### src/rtl/pipe_pkg.sv
// -----------------------------------------------------------------------------
// pipe_pkg
// Definitions shared by the pipeline-stage registers:
//   - pipe_state_e      : occupancy state of an elastic stage (EMPTY/ONE/TWO)
//   - *_CTRL_W/*_DATA_W : default field widths for each stage boundary
//   - REG_WRITE..BRANCH : bit positions of the architectural control bits
//                         inside the control field
// -----------------------------------------------------------------------------
package pipe_pkg;

  // Occupancy of an elastic stage. The encoding is fixed so that waveforms
  // and debug dumps stay comparable across stage boundaries.
  typedef enum logic [1:0] {
    EMPTY = 2'd0,
    ONE   = 2'd1,
    TWO   = 2'd2
  } pipe_state_e;

  // Default widths per stage boundary.
  localparam int ID_EX_CTRL_W  = 14;
  localparam int ID_EX_DATA_W  = 160;
  localparam int EX_MEM_CTRL_W = 8;
  localparam int EX_MEM_DATA_W = 112;
  localparam int MEM_WB_CTRL_W = 4;
  localparam int MEM_WB_DATA_W = 72;

  // Control-field bit positions. Every bit that causes an architectural side
  // effect must sit inside the control field so bubble zeroing covers it.
  localparam int REG_WRITE = 0;
  localparam int MEM_WRITE = 1;
  localparam int MEM_READ  = 2;
  localparam int JUMP      = 3;
  localparam int BRANCH    = 4;

endpackage : pipe_pkg

### src/rtl/sat_counter.sv
// -----------------------------------------------------------------------------
// sat_counter
// Saturating up-counter for performance-debug statistics. Counts one per cycle
// while inc_i is high and sticks at all-ones instead of wrapping, so a long
// stall can never read back as a short one.
//
// Ports:
//   clk_i    in   1      clock, rising edge
//   rst_i    in   1      synchronous active-high reset, clears the count
//   clear_i  in   1      synchronous clear (lower priority than rst_i)
//   inc_i    in   1      count this cycle
//   cnt_o    out  CNT_W  current count (registered)
// -----------------------------------------------------------------------------
module sat_counter #(
  parameter int CNT_W = 16
) (
  input  logic             clk_i,
  input  logic             rst_i,
  input  logic             clear_i,
  input  logic             inc_i,
  output logic [CNT_W-1:0] cnt_o
);

  localparam logic [CNT_W-1:0] CNT_MAX = {CNT_W{1'b1}};
  localparam logic [CNT_W-1:0] CNT_ONE = {{(CNT_W-1){1'b0}}, 1'b1};

  logic [CNT_W-1:0] cnt_r;

  // Count register: clear wins over increment, and the increment is blocked
  // once the maximum value has been reached.
  always_ff @(posedge clk_i) begin
    if (rst_i) begin
      cnt_r <= {CNT_W{1'b0}};
    end else if (clear_i) begin
      cnt_r <= {CNT_W{1'b0}};
    end else if (inc_i && (cnt_r != CNT_MAX)) begin
      cnt_r <= cnt_r + CNT_ONE;
    end else begin
      cnt_r <= cnt_r;
    end
  end

  assign cnt_o = cnt_r;

endmodule : sat_counter

### src/rtl/pipe_stage_buffer.sv
// -----------------------------------------------------------------------------
// pipe_stage_buffer
// Elastic register between two pipeline stages. Carries a control field and a
// payload with a valid/ready handshake. SKID=1 builds a two-entry skid buffer
// whose in_ready_o is a flop (no out_ready_i -> in_ready_o path); SKID=0 builds
// a single entry with a combinational in_ready_o for short stages.
// flush_i kills every held entry and the incoming beat. The control field is
// kept at zero in the output register whenever the output is not valid, so a
// bubble can never write the register file or memory.
//
// Ports:
//   clk_i        in   1       clock, rising edge
//   rst_i        in   1       synchronous active-high reset
//   flush_i      in   1       kill held entries and incoming beat
//   in_valid_i   in   1       upstream beat valid
//   in_ready_o   out  1       stage accepts a beat this cycle
//   in_ctrl_i    in   CTRL_W  upstream control field
//   in_data_i    in   DATA_W  upstream payload
//   out_valid_o  out  1       downstream beat valid
//   out_ready_i  in   1       downstream accepts (low = stall)
//   out_ctrl_o   out  CTRL_W  held control, zero when out_valid_o is low
//   out_data_o   out  DATA_W  held payload, keeps last value when invalid
//   stall_cnt_o  out  CNT_W   saturating count of out_valid_o & ~out_ready_i
// -----------------------------------------------------------------------------
module pipe_stage_buffer
  import pipe_pkg::*;
#(
  parameter int CTRL_W = ID_EX_CTRL_W,
  parameter int DATA_W = ID_EX_DATA_W,
  parameter int SKID   = 1,
  parameter int CNT_W  = 16
) (
  input  logic              clk_i,
  input  logic              rst_i,
  input  logic              flush_i,
  input  logic              in_valid_i,
  output logic              in_ready_o,
  input  logic [CTRL_W-1:0] in_ctrl_i,
  input  logic [DATA_W-1:0] in_data_i,
  output logic              out_valid_o,
  input  logic              out_ready_i,
  output logic [CTRL_W-1:0] out_ctrl_o,
  output logic [DATA_W-1:0] out_data_o,
  output logic [CNT_W-1:0]  stall_cnt_o
);

  // Main entry: always the one presented downstream.
  logic              main_valid_r;
  logic [CTRL_W-1:0] main_ctrl_r;
  logic [DATA_W-1:0] main_data_r;
  logic              stall_s;

  generate
    if (SKID != 0) begin : g_skid
      // Overflow entry, only meaningful in state TWO.
      logic [CTRL_W-1:0] skid_ctrl_r;
      logic [DATA_W-1:0] skid_data_r;
      pipe_state_e       state_r;
      pipe_state_e       state_nxt_s;
      logic              in_ready_r;
      logic              in_fire_s;
      logic              out_fire_s;
      logic              load_main_in_s;
      logic              load_main_skid_s;
      logic              load_skid_s;

      assign in_fire_s  = in_valid_i & in_ready_r;
      assign out_fire_s = main_valid_r & out_ready_i;

      // Next occupancy state; flush overrides every handshake.
      always_comb begin
        state_nxt_s = state_r;
        if (flush_i) begin
          state_nxt_s = EMPTY;
        end else begin
          case (state_r)
            EMPTY: begin
              if (in_fire_s) begin
                state_nxt_s = ONE;
              end else begin
                state_nxt_s = EMPTY;
              end
            end
            ONE: begin
              if (in_fire_s && !out_fire_s) begin
                state_nxt_s = TWO;
              end else if (!in_fire_s && out_fire_s) begin
                state_nxt_s = EMPTY;
              end else begin
                state_nxt_s = ONE;
              end
            end
            TWO: begin
              if (out_fire_s) begin
                state_nxt_s = ONE;
              end else begin
                state_nxt_s = TWO;
              end
            end
            default: begin
              state_nxt_s = EMPTY;
            end
          endcase
        end
      end

      // Data-path steering: which entry loads from where this cycle. A beat
      // accepted during a flush is consumed upstream but never stored.
      always_comb begin
        load_main_in_s   = 1'b0;
        load_main_skid_s = 1'b0;
        load_skid_s      = 1'b0;
        if (flush_i) begin
          load_main_in_s   = 1'b0;
          load_main_skid_s = 1'b0;
          load_skid_s      = 1'b0;
        end else begin
          case (state_r)
            EMPTY: begin
              load_main_in_s = in_fire_s;
            end
            ONE: begin
              load_main_in_s = in_fire_s & out_fire_s;
              load_skid_s    = in_fire_s & ~out_fire_s;
            end
            TWO: begin
              // The skid beat is older than anything upstream, so it moves
              // to the main entry before any new beat is taken.
              load_main_skid_s = out_fire_s;
            end
            default: begin
              load_main_in_s   = 1'b0;
              load_main_skid_s = 1'b0;
              load_skid_s      = 1'b0;
            end
          endcase
        end
      end

      // State, registered ready and main entry. in_ready_r looks at the next
      // state so it already reflects this cycle's handshakes.
      always_ff @(posedge clk_i) begin
        if (rst_i) begin
          state_r      <= EMPTY;
          in_ready_r   <= 1'b1;
          main_valid_r <= 1'b0;
          main_ctrl_r  <= {CTRL_W{1'b0}};
          main_data_r  <= {DATA_W{1'b0}};
        end else begin
          state_r      <= state_nxt_s;
          in_ready_r   <= (state_nxt_s != TWO);
          main_valid_r <= (state_nxt_s != EMPTY);
          if (load_main_in_s) begin
            main_ctrl_r <= in_ctrl_i;
            main_data_r <= in_data_i;
          end else if (load_main_skid_s) begin
            main_ctrl_r <= skid_ctrl_r;
            main_data_r <= skid_data_r;
          end else if (state_nxt_s == EMPTY) begin
            // Bubble: control zeroed, payload left untouched.
            main_ctrl_r <= {CTRL_W{1'b0}};
            main_data_r <= main_data_r;
          end else begin
            main_ctrl_r <= main_ctrl_r;
            main_data_r <= main_data_r;
          end
        end
      end

      // Skid entry: captures the beat that arrives while main is stalled.
      always_ff @(posedge clk_i) begin
        if (rst_i) begin
          skid_ctrl_r <= {CTRL_W{1'b0}};
          skid_data_r <= {DATA_W{1'b0}};
        end else if (load_skid_s) begin
          skid_ctrl_r <= in_ctrl_i;
          skid_data_r <= in_data_i;
        end else begin
          skid_ctrl_r <= skid_ctrl_r;
          skid_data_r <= skid_data_r;
        end
      end

      assign in_ready_o = in_ready_r;

    end else begin : g_single
      logic in_ready_s;
      logic in_fire_s;
      logic out_fire_s;

      // Space exists if empty or if the held beat leaves this cycle.
      assign in_ready_s = ~main_valid_r | out_ready_i;
      assign in_fire_s  = in_valid_i & in_ready_s;
      assign out_fire_s = main_valid_r & out_ready_i;

      // Single entry: flush, then load, then drain.
      always_ff @(posedge clk_i) begin
        if (rst_i) begin
          main_valid_r <= 1'b0;
          main_ctrl_r  <= {CTRL_W{1'b0}};
          main_data_r  <= {DATA_W{1'b0}};
        end else if (flush_i) begin
          main_valid_r <= 1'b0;
          main_ctrl_r  <= {CTRL_W{1'b0}};
          main_data_r  <= main_data_r;
        end else if (in_fire_s) begin
          main_valid_r <= 1'b1;
          main_ctrl_r  <= in_ctrl_i;
          main_data_r  <= in_data_i;
        end else if (out_fire_s) begin
          main_valid_r <= 1'b0;
          main_ctrl_r  <= {CTRL_W{1'b0}};
          main_data_r  <= main_data_r;
        end else begin
          main_valid_r <= main_valid_r;
          main_ctrl_r  <= main_ctrl_r;
          main_data_r  <= main_data_r;
        end
      end

      assign in_ready_o = in_ready_s;
    end
  endgenerate

  // A stall is a presented beat that downstream refuses; flush does not
  // hide it.
  assign stall_s = main_valid_r & ~out_ready_i;

  sat_counter #(
    .CNT_W (CNT_W)
  ) u_stall_cnt (
    .clk_i   (clk_i),
    .rst_i   (rst_i),
    .clear_i (1'b0),
    .inc_i   (stall_s),
    .cnt_o   (stall_cnt_o)
  );

  assign out_valid_o = main_valid_r;
  // main_ctrl_r is held at zero whenever main_valid_r is low.
  assign out_ctrl_o  = main_ctrl_r;
  assign out_data_o  = main_data_r;

endmodule : pipe_stage_buffer

### config.mk
export PLATFORM = sky130hd
export DESIGN_NAME = pipe_stage_buffer
export DESIGN_NICKNAME = d
export VERILOG_FILES = /design/src/rtl/pipe_pkg.sv /design/src/rtl/sat_counter.sv /design/src/rtl/pipe_stage_buffer.sv
export SDC_FILE = /design/constraint.sdc
export NUM_CORES = 1
export LEC_CHECK = 0
export CAP_MARGIN = 10
export CORE_ASPECT_RATIO = 1.4
export CORE_MARGIN = 4
export CORE_UTILIZATION = 52
export DETAILED_ROUTE_END_ITERATION = 10
export PLACE_DENSITY_LB_ADDON = 0.08
export SYNTH_ARGS = -nofsm -noshare
export SYNTH_HDL_FRONTEND = slang
export SYNTH_HIERARCHICAL = 1
export SYNTH_SLANG_ARGS = --single-unit
### constraint.sdc
create_clock -name clk_i -period 5.4 [get_ports clk_i]
set_input_delay 1.08 -clock clk_i [delete_from_list [all_inputs] [get_ports clk_i]]
set_output_delay 1.08 -clock clk_i [all_outputs]
set_load 0.005 [all_outputs]
# After elaboration in Yosys (flattened, before gate mapping)
# Index checks and enable logic that the tools add are counted.
[word_totals]
regBits = 368
inputBits = 179
output_inout_bits = 192
elab_cells = 47
[classes]
addsub = 1
eq_ne = 4
mux = 17
bitwise = 7
reduce_logical = 10
[op_table]
columns = ["operator", "count"]
rows = [
  ["160-bit 2-to-1 mux", 2],
  ["14-bit 2-to-1 mux", 3],
  ["16-bit by 1-bit adder with 16-bit output (second input constant)", 1],
  ["16-bit inequality test (second input constant)", 1],
  ["1-bit 2-to-1 mux", 7],
  ["2-bit 2-to-1 mux", 3],
  ["2-bit one-hot mux with 3 select lines", 1],
  ["1-bit AND", 5],
  ["2-bit zero test", 2],
  ["2-bit nonzero test", 2],
  ["1-bit logical AND", 3],
  ["3-bit nonzero test", 1],
  ["2-bit by 1-bit == test with 1-bit output (second input constant)", 1],
  ["2-bit == test (second input constant)", 1],
  ["1-bit zero test", 2],
  ["2-bit inequality test (second input constant)", 1],
  ["1-bit NOT", 2],
  ["1-bit one-hot mux with 2 select lines", 1],
]

# Longest topological paths before layout
# Gate-level depths: netlist of run 1.
[logic_depth]
word_depth = 11
mapped_depth = 9
ltp_nobuf = 6

# Modules after synthesis
# Netlist of run 1, hierarchy kept.
[modules_own_cells]
columns = ["module", "n_inst", "cells_each", "area_per_inst_um2", "seq_area_each_um2"]
rows = [
  ["pipe_stage_buffer", 1, 1580, 13247.7, 7046.8],
  ["sat_counter", 1, 102, 917.1, 320.3],
]

# Least setup slack after synthesis of run 1
# OpenSTA, ideal clock, no wires.
[synth_path]
kind = "input to register"
from = "input out_ready_i"
to = "register main_data_r[100], in the netlist out_data_o[100]"
setup_time_ps = 132
t_arrival_ps = 2422
required_time_ps = 5268
setup_slack_ps = 2846
stages = 9
path_buffers = 3
cell_sequence = "and2_0 > ha_1 > nand2_1 > a211o_1 > buf_4 > buf_4 > buf_2 > nand3_1 > a21oi_1"
[synth_via]
elab_chain_len = 5
word_cells_on_any_way = 8
classes_between = "mux: 5; bitwise: 2; reduce/logical: 1"
[synth_rtl]
columns = ["item", "line_no", "source"]
rows = [
  ["from (decl)", "pipe_stage_buffer.sv:41", "input logic out_ready_i,"],
  ["1-bit AND *", "pipe_stage_buffer.sv:68", "assign out_fire_s = main_valid_r & out_ready_i;"],
  ["1-bit AND", "pipe_stage_buffer.sv:123", "load_main_in_s = in_fire_s & out_fire_s;"],
  ["1-bit one-hot mux with 2 select lines", "pipe_stage_buffer.sv:118", "case (state_r)"],
  ["1-bit 2-to-1 mux", "pipe_stage_buffer.sv:113", "if (flush_i) begin"],
  ["160-bit 2-to-1 mux or 2-bit nonzero test (tied branches)", "-", ""],
  ["to (signal assigned)", "pipe_stage_buffer.sv:155", "main_data_r <= in_data_i;"],
  ["to (signal assigned)", "pipe_stage_buffer.sv:158", "main_data_r <= skid_data_r;"],
  ["to (signal assigned)", "pipe_stage_buffer.sv:162", "main_data_r <= main_data_r;"],
  ["to (decl)", "pipe_stage_buffer.sv:50", "logic [DATA_W-1:0] main_data_r;"],
]
# Every way passes the cells marked *; elsewhere a longest branch is shown, timed or not.
# A chain may end at the register's enable or synchronous reset.

# Final worst setup path of run 1
[layout_path]
from = "input out_ready_i"
to = "register main_data_r[158], in the netlist out_data_o[158]"
# The elaborated chain is that of the path after synthesis.

==> flow_summary.json, run 1 <==
{
  "outcome": "finished clean",
  "post_cts_buffers": 0,
  "routed-wl-met2_um": 21100,
  "wire_per_inst_um": 18.5,
  "p_comb_frac": 0.095,
  "setup_ws_ns": 1.89,
  "cts_hold_buffers": 0,
  "layout.nets": 2133,
  "wl_met1_um": 16700,
  "synth_seq_area_share": 0.520,
  "yosys.cell_types.count": 54,
  "synth-compound-area-share": 0.235,
  "synthSimpleGateAreaFrac": 0.184,
  "crit_arrival_ns": 3.93,
  "dieHeight_um": 203,
  "track_usage": 0.276,
  "tightest_slew_ns": 1.05,
  "topRoutingLayerUsed": "met5",
  "relSlewSlack": 0.299,
  "cp-end-kind": "flop",
  "synth_area_um2": 14200,
  "ir_drop_uv": 266,
  "io_buffers": 370,
  "ys_top_cells_by_area": "dfxtp_1, a21oi_1, nand2_1",
  "clockBufferDepth": 3,
  "powerDensity_nw_per_um2": 314,
  "hold_violations": 0,
  "post-route-min-period_ns": 3.51,
  "cp.required_ns": 5.82,
  "synthAdderAreaFrac": 0.00177,
  "cts_resized": 0,
  "synth_warnings": 6,
  "syn_inst": 1682,
  "cts-root-buf": "clkbuf_16",
  "vias": 13527,
  "met3_length_um": 3870,
  "cap_violations": 0,
  "cts_tree": "done",
  "pre_cts_ws_ns": 1.36,
  "drc": 0,
  "area_growth_pct": 34.5,
  "drtPass1Iterations": 6,
  "fin_util": 0.710,
  "fin_cells": 2347,
  "clock_sinks": 368,
  "yosys.area.top_type": "dfxtp_1",
  "path_buf_inv": 2,
  "p_int_w": 0.00464,
  "place_inst": 2278,
  "synth_top_family_by_area": "compound AO/OA/AOI/OAI gates",
  "skew_ns": 0.0175,
  "register_area_um2": 7370,
  "p_leak_nw": 6.19,
  "stdcell_area_um2": 19000,
  "cp_slowest_cell": "a211o_4",
  "grt_max_degree": 176,
  "synth_mux_area_frac": 0.00495,
  "core_area_um2": 26800,
  "die-area_um2": 30000,
  "layout-drive-gt1-share": 0.0486,
  "place_hpwl_um": 26600,
  "grt.overflow.total": 0,
  "start_kind": "input port",
  "synth_top_area_frac": 0.520,
  "h-tree-depth": 2,
  "finalCritPeriodShare": 0.650,
  "clk_pin_slew_ns": 0.06,
  "drt-total-wl_um": 43400,
  "power_frac_seq": 0.475,
  "grt_pass1_vias": 12710,
  "drt_iter0_markers": 1065,
  "post_dp_cell_area_um2": 17800,
  "ant_nets": 0,
  "crit_family": "buffers and inverters",
  "die_w_um": 147,
  "rsz0062_at_grt": "no",
  "finalSetupTns_ns": 0,
  "worstHoldPathType": "flop to flop",
  "grt_pass1_wl_um": 68300,
  "path_class": "input port to flop",
  "vias_per_cell": 5.76,
  "synth-seq-cells": 368,
  "path_cells": "clkdlybuf4s50_1 -> and2_0 -> ha_1 -> nand2_1 -> a211o_4 -> buf_4 -> nand3_1 -> a21oi_1",
  "slowest_delay_ns": 0.74,
  "power_switching_w": 0.00135,
  "multi_input_area_um2": 6100,
  "cp_max_fo": 79,
  "boundaryPins": 371,
  "cts_buffers": 37,
  "p_clk_frac": 0.430,
  "synth.avg_cell_area_um2": 8.42,
  "rows": 71,
  "start_util": 0.528,
  "clkLatencyLatePin_ns": 0.52,
  "gp_congestion": 0.840,
  "synth-xor-area-share": 0,
  "antenna_found_initial": 5,
  "setup_viol": 0,
  "maxSlewViolCount": 0,
  "p_sw_frac": 0.225,
  "fmax_mhz": 285,
  "fill_cells": 2193
}
## flip-flops by register name, summed over array words and instances, names as in the netlist
register / flops
g_skid.skid_ctrl_r: 14
g_skid.skid_data_r: 160
g_skid.state_r: 2
in_ready_o: 1
out_ctrl_o: 14
out_data_o: 160
out_valid_o: 1
u_stall_cnt/cnt_o: 16
## cells in the final DEF (no fill, tap or decap), types with 3 or more instances in the layout
| cell | instances |
|---|---|
| nand2_1 | 362 |
| nand4_1 | 3 |
| and3_1 | 3 |
| nor3_1 | 5 |
| buf_4 | 12 |
| bufinv_16 | 3 |
| and2_1 | 3 |
| clkbuf_1 | 6 |
| a21oi_1 | 341 |
| a22oi_1 | 174 |
| conb_1 | 7 |
| buf_12 | 4 |
| a31oi_1 | 4 |
| diode_2 | 6 |
| clkinv_2 | 5 |
| clkdlybuf4s50_1 | 369 |
| or3_2 | 3 |
| nand3_1 | 165 |
| a211oi_1 | 3 |
| clkbuf_8 | 10 |
| mux2i_1 | 7 |
| o21ai_0 | 5 |
| o22ai_1 | 14 |
| nand2b_1 | 16 |
| dfxtp_1 | 368 |
| or3_1 | 4 |
| clkbuf_16 | 37 |
## Yosys cell counts (all sizes together)
| cell | number |
|---|---|
| dfxtp | 368 |
| nand2 | 362 |
| a21oi | 341 |
| a22oi | 174 |
| nand3 | 165 |
| buf | 105 |
| clkbuf | 55 |
| nand2b | 16 |
| o22ai | 14 |
| or3 | 8 |
| mux2i | 7 |
| nor3 | 7 |
| o21ai | 7 |
| and2 | 6 |
| and3 | 6 |
| a211oi | 5 |
| a31oi | 4 |
| nand4 | 4 |
| nor2 | 3 |
| a2111o | 2 |
| ha | 2 |
| inv | 2 |
| nand4b | 2 |
| or2 | 2 |
| a2111oi | 1 |
| a211o | 1 |
| a21boi | 1 |
| a311oi | 1 |
| a41o | 1 |
| and4 | 1 |
| conb | 1 |
| dlygate4sd1 | 1 |
| nand3b | 1 |
| nor2b | 1 |
| o2111a | 1 |
| o2111ai | 1 |
| o22a | 1 |
| o311ai | 1 |
| o31ai | 1 |
## power groups by stage
stage	clock [W]	combinational, W	sequential [W]
after floorplan	0	0.000225	0.00290
final	0.00258	0.000566	0.00284
after global routing	0.00272	0.000611	0.00285
after detailed placement	0	0.000563	0.00290
after global placement	0	0.000556	0.00290
after CTS	0.00262	0.000567	0.00284
## layer usage
| metal | vias to the layer above | track usage |
|---|---|---|
| met5 | - | 0 |
| met3 | 106 | 0.0705 |
| met1 | 6407 | 0.345 |
| met2 | 532 | 0.451 |
| met4 | 2 | 0.125 |
| li1 | 6480 | - |
## layout make-up
class	count	area share
sequential	368	0.387
multi-input combinational	1157	0.321
timing repair buffer	386	0.204
clock buffer	53	0.0570
tap	365	0.0240
clock inverter	10	0.00690
antenna	6	0.000788
inverter	2	0.000394
## worst min-delay path, delay by kind of cell, from the launching register on
kind	cells	cell delay, ns
DFF	1	0.31
and+or+nand+nor	1	0.05
AOI/OAI and AO/OA	1	0.05
## final timing paths
check                                             from                                   end  slack, ns  cells past startpoint
hold reg to reg   g_skid.skid_data_r[102]$_SDFFE_PP0P_  g_skid.skid_data_r[102]$_SDFFE_PP0P_       0.45                      2
setup reg to reg                out_valid_o$_SDFF_PP0_          out_data_o[158]$_SDFFE_PP0P_       2.60                      7
setup / recovery                           out_ready_i          out_data_o[158]$_SDFFE_PP0P_       1.89                      8
hold / removal    g_skid.skid_data_r[102]$_SDFFE_PP0P_  g_skid.skid_data_r[102]$_SDFFE_PP0P_       0.45                      2
## logic make-up after synthesis
family	after synthesis
other	1
flip-flops	368
AO/OA/AOI/OAI	557
multiplexers	7
buffers and inverters	163
AND/OR/NAND/NOR	584
adder cells (fa/ha/maj)	2
## per-stage QoR
| step | total power [W] | hold slack [ns] |
|---|---|---|
| after floorplan | 0.00312 | 0.436 |
| after global placement | 0.00346 | 0.441 |
| after detailed placement | 0.00347 | 0.446 |
| after CTS | 0.00603 | 0.454 |
| after global routing | 0.00619 | 0.466 |
| final | 0.00599 | 0.453 |
Power figures use the tool's default switching activity.
==> run 2: changes to the inputs <==
- CORE_UTILIZATION: 52 -> 44
- clock period: 5.4 -> 2.9 ns (I/O delays scaled with it)
==> run 2 against run 1 <==
Against the previous run: combinational power is 94% higher; setup slack worse by 1.3 ns; sequential share of layout area is 0.52 points lower; first-iteration DRC count is 5.6% lower; routed wire length is 1.2% higher; critical path depth is 1 lower; via count is 0.91% lower; cell area is 1.4% higher; non-clock buffer count is 20 higher; clock power is 77% higher; sequential cell count stayed put; global-route usage is 4.3 points lower; largest cell class unchanged.
==> flow_summary.json, run 2 (synthesized netlist as in run 1, its figures left out) <==
{
  "cts_tree": "done",
  "holdWs_ns": 0.453,
  "setup_viol": 0,
  "layout.nets": 2152,
  "io_buffers": 370,
  "clkLatencyLatePin_ns": 0.52,
  "stdcell_area_um2": 19300,
  "area_growth_pct": 36.3,
  "post_cts_buffers": 0,
  "drtPass1Iterations": 5,
  "drc": 0,
  "clockBufferDepth": 3,
  "wire_per_inst_um": 18.4,
  "core_area_um2": 31700,
  "cp_max_fo": 174,
  "r2r_setup_slack_ns": 0.73,
  "track_usage": 0.233,
  "layout-drive-gt1-share": 0.0552,
  "gp_congestion": 0.808,
  "cts_resized": 0,
  "fmax_mhz": 438,
  "antenna_found_initial": 4,
  "skew_ns": 0.00809,
  "start_kind": "input port",
  "rsz0062_at_grt": "no",
  "outcome": "finished clean",
  "p_leak_nw": 6.31,
  "grt_pass1_wl_um": 67500,
  "crit_arrival_ns": 2.72,
  "tightest_slew_ns": 1.08,
  "boundaryPins": 371,
  "vias": 13404,
  "cap_violations": 0,
  "grt_max_degree": 175,
  "ant_nets": 0,
  "clock_sinks": 368,
  "worstHoldPathType": "flop to flop",
  "fin_util": 0.609,
  "path_class": "input port to flop",
  "relSlewSlack": 0.279,
  "post-route-min-period_ns": 2.28,
  "cts_buffers": 36,
  "cts_hold_buffers": 0,
  "place_hpwl_um": 27700,
  "cp.required_ns": 3.34,
  "drt_iter0_markers": 1005,
  "maxSlewViolCount": 0,
  "post_dp_cell_area_um2": 18200,
  "start_util": 0.447,
  "drt-total-wl_um": 43900,
  "hold_violations": 0,
  "cts-root-buf": "clkbuf_16",
  "cp-end-kind": "flop",
  "powerDensity_nw_per_um2": 568,
  "rows": 77,
  "finalSetupTns_ns": 0,
  "vias_per_cell": 5.61,
  "finalCritPeriodShare": 0.787,
  "grt_pass1_vias": 12405,
  "final_common_cell": "clkdlybuf4s50_1",
  "grt.overflow.total": 0,
  "die-area_um2": 35200,
  "h-tree-depth": 2,
  "ir_drop_uv": 425,
  "die_w_um": 160,
  "dieHeight_um": 220,
  "final_cell_mix": "clkdlybuf4s50_1, dfxtp_1, nand2_1",
  "clk_pin_slew_ns": 0.06
}
## run 2: power breakdown
group | total [W] | switching, W | internal [W]
Sequential | 0.00529 | 0.0000873 | 0.00521
Clock | 0.00457 | 0.00189 | 0.00268
Combinational | 0.00110 | 0.000495 | 0.000606
## run 2: layout make-up
class                      count  area, µm²
tap                          395        494
sequential                   368       7370
multi-input combinational   1157       6100
antenna                        4       10.0
inverter                       2       7.51
fill                        2757      12400
clock inverter                 7       85.1
timing repair buffer         406       4190
clock buffer                  51       1050
## run 2: final timing paths
path                                         end  cells past startpoint                                 from
max          g_skid.skid_data_r[82]$_SDFFE_PP0P_                      7                          out_ready_i
min reg2reg  g_skid.skid_data_r[74]$_SDFFE_PP0P_                      2  g_skid.skid_data_r[74]$_SDFFE_PP0P_
min          g_skid.skid_data_r[74]$_SDFFE_PP0P_                      2  g_skid.skid_data_r[74]$_SDFFE_PP0P_
max reg2reg          out_ctrl_o[11]$_SDFFE_PP0P_                      5                in_ready_o$_SDFF_PP1_
## run 2: metrics by stage
stage	total power, W	instances	setup slack [ns]
6_report	0.0110	2390	0.617
5_1_grt	0.0114	2389	0.498
4_1_cts	0.0111	2386	0.672
3_5_place_dp	0.00651	2328	0.125
3_3_place_gp	0.00650	2328	0.106
2_1_floorplan	0.00581	1688	0.846
## run 2: worst max-delay path: stages
cell             delay [ns]
clkdlybuf4s50_1        0.43
and2_0                 0.18
buf_4                  0.16
nor3_4                 0.23
buf_12                 0.60
nand2_1                0.13
a21oi_1                0.16
## run 2: routing by layer
metal / GRT usage / wire length, µm / vias to the layer above / share of wire
li1: - / - / 6508 / -
met1: 0.287 / 17800 / 6395 / 0.41
met2: 0.388 / 21400 / 430 / 0.49
met3: 0.0647 / 3220 / 71 / 0.073
met4: 0.0932 / 1460 / 0 / 0.033
met5: 0 / 0 / - / 0
